### src/rtl/srb_pkg.sv
// srb_pkg
//   Shared definitions for the serial register bridge: command byte field
//   positions, the bridge and transmit-handshake state encodings, and the
//   helper that turns a register byte count into a slice width.
package srb_pkg;

    // Command byte layout: [7] valid, [6] write(1)/read(0), [5:0] address.
    localparam int CMD_VALID_BIT = 7;
    localparam int CMD_WR_BIT    = 6;
    localparam int CMD_ADDR_W    = 6;

    typedef enum logic [3:0] {
        IDLE      = 4'd0,
        WR_BYTE   = 4'd1,
        WR_COMMIT = 4'd2,
        RD_LOAD   = 4'd3,
        RD_SEND   = 4'd4,
        RD_WAIT   = 4'd5,
        ST_POP    = 4'd6,
        ST_CAP    = 4'd7,
        ST_SEND   = 4'd8
    } srb_state_e;

    typedef enum logic [1:0] {
        TX_IDLE   = 2'd0,
        TX_START  = 2'd1,
        TX_IGNORE = 2'd2,
        TX_WAIT   = 2'd3
    } srb_tx_state_e;

    // Width in bits of one register slice.
    function automatic int srb_slice_w(input int reg_bytes);
        return reg_bytes * 8;
    endfunction

endpackage

### src/rtl/srb_tx_byte.sv
// srb_tx_byte
//   One-byte transmit handshake shared by register reads and FIFO streaming.
//   While req_i is high and the transmitter is idle, data_i is latched and
//   tx_start pulses for one cycle with tx_data stable. The cycle after the
//   pulse ignores tx_busy (the transmitter may not have raised it yet), then
//   the engine waits for tx_busy low and pulses done_o.
// Ports
//   ftdi_clk  in   clock
//   reset     in   asynchronous, active-high
//   req_i     in   a byte is waiting to be sent (level)
//   data_i    in   byte to send, sampled on launch
//   tx_busy   in   transmitter busy
//   tx_data   out  byte presented to the transmitter
//   tx_start  out  1-cycle launch pulse
//   done_o    out  1-cycle pulse: byte fully transmitted
module srb_tx_byte
    import srb_pkg::*;
(
    input  logic       ftdi_clk,
    input  logic       reset,
    input  logic       req_i,
    input  logic [7:0] data_i,
    input  logic       tx_busy,
    output logic [7:0] tx_data,
    output logic       tx_start,
    output logic       done_o
);

    srb_tx_state_e state_q, state_d;
    logic [7:0]    data_q;
    logic          launch;

    assign launch = (state_q == TX_IDLE) && req_i && !tx_busy;

    always_ff @(posedge ftdi_clk or posedge reset) begin
        if (reset) begin
            state_q <= TX_IDLE;
            data_q  <= 8'h00;
        end else begin
            state_q <= state_d;
            if (launch) begin
                data_q <= data_i;
            end
        end
    end

    always_comb begin
        state_d = state_q;
        case (state_q)
            TX_IDLE:   if (launch) state_d = TX_START;
            TX_START:  state_d = TX_IGNORE;
            TX_IGNORE: state_d = TX_WAIT;
            TX_WAIT:   if (!tx_busy) state_d = TX_IDLE;
            default:   state_d = TX_IDLE;
        endcase
    end

    always_comb begin
        tx_data  = data_q;
        tx_start = (state_q == TX_START);
        done_o   = (state_q == TX_WAIT) && !tx_busy;
    end

endmodule

### src/rtl/serial_reg_bridge.sv
// serial_reg_bridge
//   Byte-stream host bridge: UART command bytes become atomic accesses to a
//   bank of NUM_REGS registers of REG_BYTES bytes (LSB first), and a read of
//   STREAM_ADDR streams up to MAX_BURST bytes from a sample FIFO.
//   Optional feature macro: SRB_RX_TIMEOUT_EN -- when defined, a write that
//   stalls for TIMEOUT_CYCLES cycles between bytes is discarded and
//   timeout_o pulses; when undefined, writes wait forever and timeout_o is 0.
// Ports
//   ftdi_clk    in   clock
//   reset       in   asynchronous, active-high
//   rx_data     in   received byte
//   rx_valid    in   1-cycle pulse, rx_data valid
//   tx_data     out  byte to transmit, stable while tx_start=1
//   tx_start    out  1-cycle transmit launch
//   tx_busy     in   transmitter busy
//   reg_q       out  flat register values, reg n at [n*W +: W]
//   reg_wstb    out  1-cycle pulse on bit n when reg n is updated
//   reg_rd_i    in   read-only/status sources, same layout as reg_q
//   fifo_empty  in   sample FIFO empty
//   fifo_data   in   FIFO data, valid the cycle after fifo_rd_en
//   fifo_rd_en  out  1-cycle FIFO pop
//   timeout_o   out  1-cycle pulse on an aborted write
module serial_reg_bridge
    import srb_pkg::*;
#(
    parameter int          NUM_REGS       = 16,
    parameter int          REG_BYTES      = 4,
    parameter logic [63:0] RO_MASK        = 64'h0000_0000_0000_0004,
    parameter int          STREAM_ADDR    = 3,
    parameter int          MAX_BURST      = 4096,
    parameter int          TIMEOUT_CYCLES = 1000000
) (
    input  logic                            ftdi_clk,
    input  logic                            reset,
    input  logic [7:0]                      rx_data,
    input  logic                            rx_valid,
    output logic [7:0]                      tx_data,
    output logic                            tx_start,
    input  logic                            tx_busy,
    output logic [NUM_REGS*REG_BYTES*8-1:0] reg_q,
    output logic [NUM_REGS-1:0]             reg_wstb,
    input  logic [NUM_REGS*REG_BYTES*8-1:0] reg_rd_i,
    input  logic                            fifo_empty,
    input  logic [7:0]                      fifo_data,
    output logic                            fifo_rd_en,
    output logic                            timeout_o
);

    localparam int W     = srb_slice_w(REG_BYTES);
    localparam int IDX_W = (NUM_REGS > 1) ? $clog2(NUM_REGS) : 1;
    localparam int CNT_W = $clog2(MAX_BURST + 1);

    srb_state_e            state_q, state_d;
    logic [CMD_ADDR_W-1:0] addr_q;
    logic [1:0]            byte_cnt_q;
    logic [W-1:0]          shadow_q;
    logic [W-1:0]          shift_q;
    logic [CNT_W-1:0]      burst_cnt_q;
    logic [7:0]            cap_q;

    logic [IDX_W-1:0] addr_idx;
    logic             addr_in_range;
    logic             addr_ro;
    logic             wr_allowed;
    logic             last_byte;
    logic             pop_ok;
    logic             rx_cmd;
    logic             commit_en;
    logic             timeout_hit;
    logic [W-1:0]     rd_src;

    logic             tx_req;
    logic [7:0]       tx_byte;
    logic             tx_done;

    assign addr_idx      = addr_q[IDX_W-1:0];
    assign addr_in_range = ({1'b0, addr_q} < 7'(NUM_REGS));
    assign addr_ro       = RO_MASK[addr_q];
    // The stream address is never backed by a writable register.
    assign wr_allowed    = addr_in_range && !addr_ro
                           && (addr_q != CMD_ADDR_W'(STREAM_ADDR));
    assign last_byte     = (byte_cnt_q == 2'(REG_BYTES - 1));
    assign pop_ok        = !fifo_empty && (burst_cnt_q < CNT_W'(MAX_BURST));
    assign rx_cmd        = rx_valid && rx_data[CMD_VALID_BIT];

    // Read source: unmapped addresses read as zero so the host still gets
    // a full register's worth of bytes.
    always_comb begin
        rd_src = '0;
        if (addr_in_range) begin
            if (addr_ro) begin
                rd_src = reg_rd_i[int'(addr_idx)*W +: W];
            end else begin
                rd_src = reg_q[int'(addr_idx)*W +: W];
            end
        end
    end

`ifdef SRB_RX_TIMEOUT_EN
    localparam int TO_W = $clog2(TIMEOUT_CYCLES + 1);
    logic [TO_W-1:0] to_cnt_q;
    logic            timeout_q;

    // Fires on the TIMEOUT_CYCLES-th consecutive cycle without a byte.
    assign timeout_hit = (state_q == WR_BYTE) && !rx_valid
                         && (to_cnt_q == TO_W'(TIMEOUT_CYCLES - 1));

    always_ff @(posedge ftdi_clk or posedge reset) begin
        if (reset) begin
            to_cnt_q  <= '0;
            timeout_q <= 1'b0;
        end else begin
            timeout_q <= timeout_hit;
            if ((state_q != WR_BYTE) || rx_valid || timeout_hit) begin
                to_cnt_q <= '0;
            end else begin
                to_cnt_q <= to_cnt_q + 1'b1;
            end
        end
    end

    assign timeout_o = timeout_q;
`else
    assign timeout_hit = 1'b0;
    assign timeout_o   = 1'b0;
`endif

    // State register
    always_ff @(posedge ftdi_clk or posedge reset) begin
        if (reset) begin
            state_q <= IDLE;
        end else begin
            state_q <= state_d;
        end
    end

    // Next-state logic
    always_comb begin
        state_d = state_q;
        case (state_q)
            IDLE: begin
                if (rx_cmd) begin
                    if (rx_data[CMD_WR_BIT]) begin
                        state_d = WR_BYTE;
                    end else if (rx_data[CMD_ADDR_W-1:0] == CMD_ADDR_W'(STREAM_ADDR)) begin
                        state_d = ST_POP;
                    end else begin
                        state_d = RD_LOAD;
                    end
                end
            end
            WR_BYTE: begin
                if (rx_valid && last_byte) begin
                    state_d = WR_COMMIT;
                end else if (timeout_hit) begin
                    state_d = IDLE;
                end
            end
            WR_COMMIT: state_d = IDLE;
            RD_LOAD:   state_d = RD_SEND;
            RD_SEND:   if (tx_start) state_d = RD_WAIT;
            RD_WAIT:   if (tx_done) state_d = last_byte ? IDLE : RD_SEND;
            ST_POP:    state_d = pop_ok ? ST_CAP : IDLE;
            ST_CAP:    state_d = ST_SEND;
            ST_SEND:   if (tx_done) state_d = ST_POP;
            default:   state_d = IDLE;
        endcase
    end

    // Output logic
    always_comb begin
        fifo_rd_en = (state_q == ST_POP) && pop_ok;
        tx_req     = (state_q == RD_SEND) || (state_q == ST_SEND);
        tx_byte    = (state_q == ST_SEND) ? cap_q : shift_q[7:0];
        commit_en  = (state_q == WR_COMMIT) && wr_allowed;
    end

    // Command datapath: address, byte counter, write shadow, read snapshot,
    // burst counter and stream capture.
    always_ff @(posedge ftdi_clk or posedge reset) begin
        if (reset) begin
            addr_q      <= '0;
            byte_cnt_q  <= '0;
            shadow_q    <= '0;
            shift_q     <= '0;
            burst_cnt_q <= '0;
            cap_q       <= 8'h00;
        end else begin
            case (state_q)
                IDLE: begin
                    if (rx_cmd) begin
                        addr_q      <= rx_data[CMD_ADDR_W-1:0];
                        byte_cnt_q  <= '0;
                        burst_cnt_q <= '0;
                    end
                end
                WR_BYTE: begin
                    if (rx_valid) begin
                        shadow_q[8*byte_cnt_q +: 8] <= rx_data;
                        byte_cnt_q                  <= byte_cnt_q + 1'b1;
                    end else if (timeout_hit) begin
                        shadow_q <= '0;
                    end
                end
                RD_LOAD: begin
                    shift_q    <= rd_src;
                    byte_cnt_q <= '0;
                end
                RD_WAIT: begin
                    if (tx_done) begin
                        shift_q    <= shift_q >> 8;
                        byte_cnt_q <= byte_cnt_q + 1'b1;
                    end
                end
                ST_POP: begin
                    if (fifo_rd_en && (burst_cnt_q != '1)) begin
                        burst_cnt_q <= burst_cnt_q + 1'b1;
                    end
                end
                ST_CAP: cap_q <= fifo_data;
                default: ;
            endcase
        end
    end

    // Register bank: each register updates and strobes together, so the
    // strobe is seen in the same cycle as the new value.
    for (genvar gi = 0; gi < NUM_REGS; gi++) begin : g_reg
        logic [W-1:0] val_q;
        logic         stb_q;
        logic         hit;

        assign hit = commit_en && (addr_idx == IDX_W'(gi));

        always_ff @(posedge ftdi_clk or posedge reset) begin
            if (reset) begin
                val_q <= '0;
                stb_q <= 1'b0;
            end else begin
                stb_q <= hit;
                if (hit) begin
                    val_q <= shadow_q;
                end
            end
        end

        assign reg_q[gi*W +: W] = val_q;
        assign reg_wstb[gi]     = stb_q;
    end

    srb_tx_byte u_tx (
        .ftdi_clk (ftdi_clk),
        .reset    (reset),
        .req_i    (tx_req),
        .data_i   (tx_byte),
        .tx_busy  (tx_busy),
        .tx_data  (tx_data),
        .tx_start (tx_start),
        .done_o   (tx_done)
    );

endmodule

### config.mk
export PLATFORM = sky130hd
export DESIGN_NAME = serial_reg_bridge
export DESIGN_NICKNAME = d
export VERILOG_FILES = /design/src/rtl/srb_pkg.sv /design/src/rtl/srb_tx_byte.sv /design/src/rtl/serial_reg_bridge.sv
export SDC_FILE = /design/constraint.sdc
export NUM_CORES = 1
export LEC_CHECK = 0
export BUFFER_PORTS_ARGS = -buffer_cell sky130_fd_sc_hd__clkbuf_2
export CAP_MARGIN = 20
export CELL_PAD_IN_SITES_DETAIL_PLACEMENT = 0
export CELL_PAD_IN_SITES_GLOBAL_PLACEMENT = 2
export CORE_AREA = 3 3 415 417
export CTS_BUF_LIST = sky130_fd_sc_hd__clkbuf_8
export CTS_CLUSTER_SIZE = 12
export DETAILED_ROUTE_END_ITERATION = 16
export DIE_AREA = 0 0 418 420
export GPL_TIMING_DRIVEN = 0
export HOLD_SLACK_MARGIN = 0.12
export PLACE_DENSITY = 0.45
export RECOVER_POWER = 100
export SYNTH_ARGS = -nofsm -noshare
export SYNTH_HDL_FRONTEND = slang
export SYNTH_SLANG_ARGS = --single-unit
### constraint.sdc
create_clock -name ftdi_clk -period 28.5 [get_ports ftdi_clk]
set_input_delay 4.275 -clock ftdi_clk [delete_from_list [all_inputs] [get_ports ftdi_clk]]
set_output_delay 4.275 -clock ftdi_clk [all_outputs]
set_load 0.01 [all_outputs]
# After elaboration in Yosys (flattened, before gate mapping)
# Memories as Yosys holds them, arrays and structs flattened.
# Cells that the tools add are included.
[op_classes] n_addsub=3 mul=0 div=0 magnitude_cmp=3 eq_ne=39 shift=4 muxes=27 n_bitwise=0 n_reduce_logical=44
[op_table] op="$shiftx 512x10->32" count=2
[op_table] op="$mux 32" count=3
[op_table] op="$pmux 32 s2" count=1
[op_table] op="$eq 4x4->1 const B" count=9
[op_table] op="$neg 5->34" count=1
[op_table] op="$shift 8x34->32 const A" count=1
[op_table] op="$shiftx 8x34->32" count=1
[op_table] op="$bwmux 32" count=1
[op_table] op="$eq 4x3->1 const B" count=8
[op_table] op="$pmux 4 s8" count=1
[op_table] op="$logic_and 1x1->1" count=27
[op_table] op="$mux 13" count=2
[op_table] op="$pmux 13 s2" count=1
[op_table] op="$mux 4" count=5
[op_table] op="$eq 4x2->1 const B" count=4
[op_table] op="$pmux 2 s4" count=2
[op_table] op="$ne 2x2->1 const B" count=7
[op_table] op="$add 13x1->13 const B" count=1
[op_table] op="$lt 13x13->1 const B" count=1
[op_table] op="$ne 13x13->1 const B" count=1
[op_table] op="$mux 3" count=4
[op_table] op="$mux 2" count=5
[op_table] op="$eq 4x1->1 const B" count=2
[op_table] op="$logic_not 4->1" count=2
[op_table] op="19 further kinds" count=28
[totals] register_bits=635 latchBits=0 ram_bits=0 rom_bits=64 in_bits=533 memories=1
[memory_table] name="(name not given)" words=64 width=1 read_ports=1 rd_ports_with_merged_regs=0 wr=0 line_no="serial_reg_bridge.sv:78" text="assign addr_ro = RO_MASK[addr_q];"

# Longest topological paths before layout
[depth] ltp_word=7 mapped_depth=10 mapped_depth_nobuf=7

# By module
# Synthesis repeated with hierarchy kept, for this count alone.
[unflattened] hier_cells=2329 area_unflattened_um2=29607.1
[by_module_without_submodules] mod="serial_reg_bridge" instances=1 cells_per_inst=2295 area_each_um2=29095.4 seq_area_each_um2=15640.0
[by_module_without_submodules] mod="srb_tx_byte" instances=1 cells_per_inst=34 area_each_um2=511.7 seq_area_each_um2=250.2

# Least setup slack after synthesis
# No wires, ideal clock.
[synth_timing] kind="input to output" start="input port fifo_empty" end="output port fifo_rd_en" arrival_ns=4.632 required_time_ns=24.225 setup_slack_ns=19.593 path_stages=3 path_cell_list="nor2_1 > nand2_1 > inv_1"
[synth_via] elab_chain_len=3
[synth_rtl] element="start, declared" line_no="serial_reg_bridge.sv:43" text="input logic fifo_empty,"
[synth_rtl] element="$logic_not 1->1" line_no="serial_reg_bridge.sv:83" text="assign pop_ok = !fifo_empty && (burst_cnt_q < CNT_W'(MAX_BURST));"
[synth_rtl] element="$logic_and 1x1->1" line_no="serial_reg_bridge.sv:83"
[synth_rtl] element="$logic_and 1x1->1" line_no="serial_reg_bridge.sv:172" text="fifo_rd_en = (state_q == ST_POP) && pop_ok;"
[synth_rtl] element="end, declared" line_no="serial_reg_bridge.sv:45" text="output logic fifo_rd_en,"
# No other way between the ends.

==> Flow_metrics.wiki <==
{| class="wikitable"
! Metric !! Value
|-
| Status || finished, violations left
|-
| Violations in the final reports || max-capacitance violations, max-slew violations
|-
| Area share of fa/ha/maj cells after synthesis || 0.512%
|-
| Peak VDD IR || 0.0498 mV
|-
| Number of post-CTS setup repair buffers || 0
|-
| Wire length reported by the detailed router || 174 mm
|-
| Clock tree root driver cell || clkbuf_8
|-
| HPWL after detailed placement || 136 mm
|-
| Critical path start-end classification || primary input to async pin
|-
| CTS tree || built
|-
| Utilization after layout || 22.5%
|-
| Period minus WS final || 15,900 ps
|-
| Areal power density over the cells || 86.3 nW/um^2
|-
| Via-per-instance ratio || 4.22
|-
| Final weighted congestion in routability-driven placement || 0.807
|-
| Effective utilization at floorplan || 17.4%
|-
| Async SR Flop Fraction || 100%
|-
| Normalized max-slew margin || -326%
|-
| Buffers on Ports || 686
|-
| Starting DRT DRC Count || 1,228
|-
| Width of the chip || 418 um
|-
| Slew @ Worst Pin || 6390 ps
|-
| Cell count after synthesis || 2,213
|-
| Number of placed instances, taps included || 5,150
|-
| Number of flip-flops and latches in the synthesized netlist || 635
|-
| Post-Place Setup Slack || 19,010 ps
|-
| Tcrit/Tclk final || 55.8%
|-
| Number of endpoints with negative hold slack in the final report || 0
|-
| Vias in the first global route || 24,226
|-
| Achievable Freq || 0.0629 GHz
|-
| Number of distinct library cells after synthesis || 67
|-
| Portion of netlist area occupied by mux cells || 29.4%
|-
| Number of buffers inserted during clock tree synthesis || 140
|-
| Area fraction in compound gates after synthesis || 7.04%
|-
| Static Leakage || 17.4 nW
|-
| Critical path peak fanout || 101
|-
| Number of sinks driven by the clock tree || 635
|-
| Main flop type after synthesis || dfrtp_1
|-
| Count of hold-fix buffers inserted at cts || 0
|-
| Type of element launching the critical path || primary input
|-
| Commonest cells in the netlist || dfrtp_1 (635), mux2_2 (533), clkbuf_1 (167)
|-
| Level count of the clock H-tree || 4
|-
| Hold WC Path Type || flop to flop
|-
| Share of the synthesized netlist area taken by xor and xnor gates || 0.298%
|-
| Met1 Track Usage GR || 22.9%
|-
| Data arrival time of the worst path || 15,800 ps
|-
| Worst endpoint required time || 28,390 ps
|-
| Number of top-level pins || 1,072
|-
| Average wire length per cell after detail routing || 32.3 um
|-
| Setup crit end kind || async pin
|-
| Global router's overall resource usage || 19.4%
|-
| Clock tree buffer depth || 3
|-
| Unrepaired setup endpoints after global routing || false
|-
| Synth-to-layout area growth || 29.7%
|-
| M2 GR Usage || 33.3%
|-
| Layout cell share with drive strength beyond 1 || 32.2%
|-
| Std-Cell Core Area || 169,000 sq um
|-
| Height of the chip || 420 um
|-
| Total number of vias || 22,820
|-
| Smallest setup slack after layout || 12,600 ps
|-
| First-pass GRT wire length || 228 mm
|-
| Number of core rows || 151
|-
| Busiest metal layer after global routing || met2
|-
| Aggregate global routing overflow || 0
|-
| Post-route DRC || 0
|-
| Netlist area before placement || 29,400 sq um
|-
| Met3 track demand over resource || 5.66%
|-
| Setup violators final || 0
|-
| Clock latency at the later pin of the worst-skew pair || 900 ps
|-
| Dominant combinational cell family by area after synthesis || multiplexers
|-
| Top cell type by total area after synthesis || dfrtp_1
|-
| Full die area || 176,000 sq um
|-
| Number of warnings reported in the yosys synthesis log || 0
|-
| Placement Cell Area || 36,100 sq um
|-
| Final std cell area, no fill || 38,100 sq um
|-
| Nets || 3,619
|-
| Drt first pass iters || 5
|-
| Maximum number of pins on one net before global-route repair || 108
|-
| Dominant cell by count in the synthesized netlist || dfrtp_1
|-
| Seq/Total Area, Yosys || 54.1%
|-
| Count of nets left with antenna violations after detail routing || 0
|-
| Proportion of netlist area held by the largest area contributor || 54.1%
|-
| Simple logic cell fraction of the synthesized area || 4.19%
|-
| Reg clk slew, reported paths || 50 ps
|-
| Post-cts repair resize count || 0
|-
| Antenna violations before repair || 52
|-
| Average cell area after synthesis || 13.3 sq um
|-
| Non-filler cells, final || 5,405
|-
| Max cap viols || 9
|-
| Post-synth EDFFs || 0
|-
| Cells taking the most area after synthesis || dfrtp_1 (54%), mux2_2 (20%), mux2i_1 (4.5%)
|-
| Worst clock skew || 71.5 ps
|-
| Max Transition Viols Final || 558
|}
cells in the final DEF (no fill, tap or decap), types with 57 or more instances in the layout:
| cell type | n |
|---|---|
| nand2_1 | 110 |
| dfrtp_1 | 635 |
| mux4_2 | 57 |
| o21ai_0 | 61 |
| mux2_2 | 533 |
| inv_1 | 61 |
| nor2_1 | 87 |
| clkbuf_8 | 176 |
| clkbuf_1 | 765 |
| mux2i_1 | 133 |
| clkbuf_2 | 139 |
final timing paths:
| kind | start | end | slack (ps) | depth (start not counted) |
|---|---|---|---|---|
| max reg2reg | addr_q[0]$_DFFE_PP0P_ | g_reg[7].val_q[14]$_DFFE_PP0P_ | 22820 | 7 |
| min reg2reg | g_reg[2].val_q[14]$_DFFE_PP0P_ | g_reg[2].val_q[14]$_DFFE_PP0P_ | 470 | 1 |
| min in group asynchronous | reset | g_reg[3].stb_q$_DFF_PP0_ | 3710 | 2 |
| min | g_reg[2].val_q[14]$_DFFE_PP0P_ | g_reg[2].val_q[14]$_DFFE_PP0P_ | 470 | 1 |
| max in group ftdi_clk | fifo_empty | fifo_rd_en | 18990 | 5 |
| max | reset | g_reg[14].val_q[6]$_DFFE_PP0P_ | 12600 | 5 |
per-stage QoR:
step	power (W)	hold WS (ps)	TNS (ps)
floorplan	0.00165	449	0
global placement	0.00225	459	-2851950
detailed placement	0.00228	468	0
CTS	0.00338	481	0
global route	0.00345	498	0
finish	0.00328	472	0
cells by family after synthesis:
family / after synthesis
and+or+nand+nor: 268
AOI/OAI and AO/OA: 283
xor gates and xnor gates: 10
adders and majority gates: 12
other: 1
DFF: 635
muxes: 725
buffers and inverters: 279
critical path, stage by stage:
cell        delay (ps)
clkbuf_1            80
clkinvlp_2         830
clkbuf_1          4270
clkbuf_1          2800
clkbuf_1          3270
registers in the layout, summed over array words and instances, names as in the netlist:
name and cells:
burst_cnt_q 13, shadow_q 32, cap_q 8, addr_q 6, byte_cnt_q 2, u_tx.state_q 2
state_q 4, g.stb_q 16, shift_q 32, g.val_q 512, u_tx.tx_data 8
power breakdown:
part	switching [W]	total (W)	internal (W)
clock network	0.000482	0.00107	0.000585
logic	0.000773	0.00114	0.000364
registers	0.0000912	0.00108	0.000988
total	0.00135	0.00328	0.00194
metal layers:
metal	wire [um]	part of all wire (%)
met5	100	0.057
met4	6190	3.6
met3	11800	6.7
met2	86000	49
met1	70300	40
cell type report:
class,count,area (sq um)
diodes,15,37.5
inverters,25,95.1
repair buffers,717,3050
well taps,2218,2780
fillers,18606,131000
multi-input cells,1301,12200
clock buffers,176,2420
plain buffers,254,1160
clock inverters,64,434
flip-flops and latches,635,15900
(Power assumes the default switching activity.)
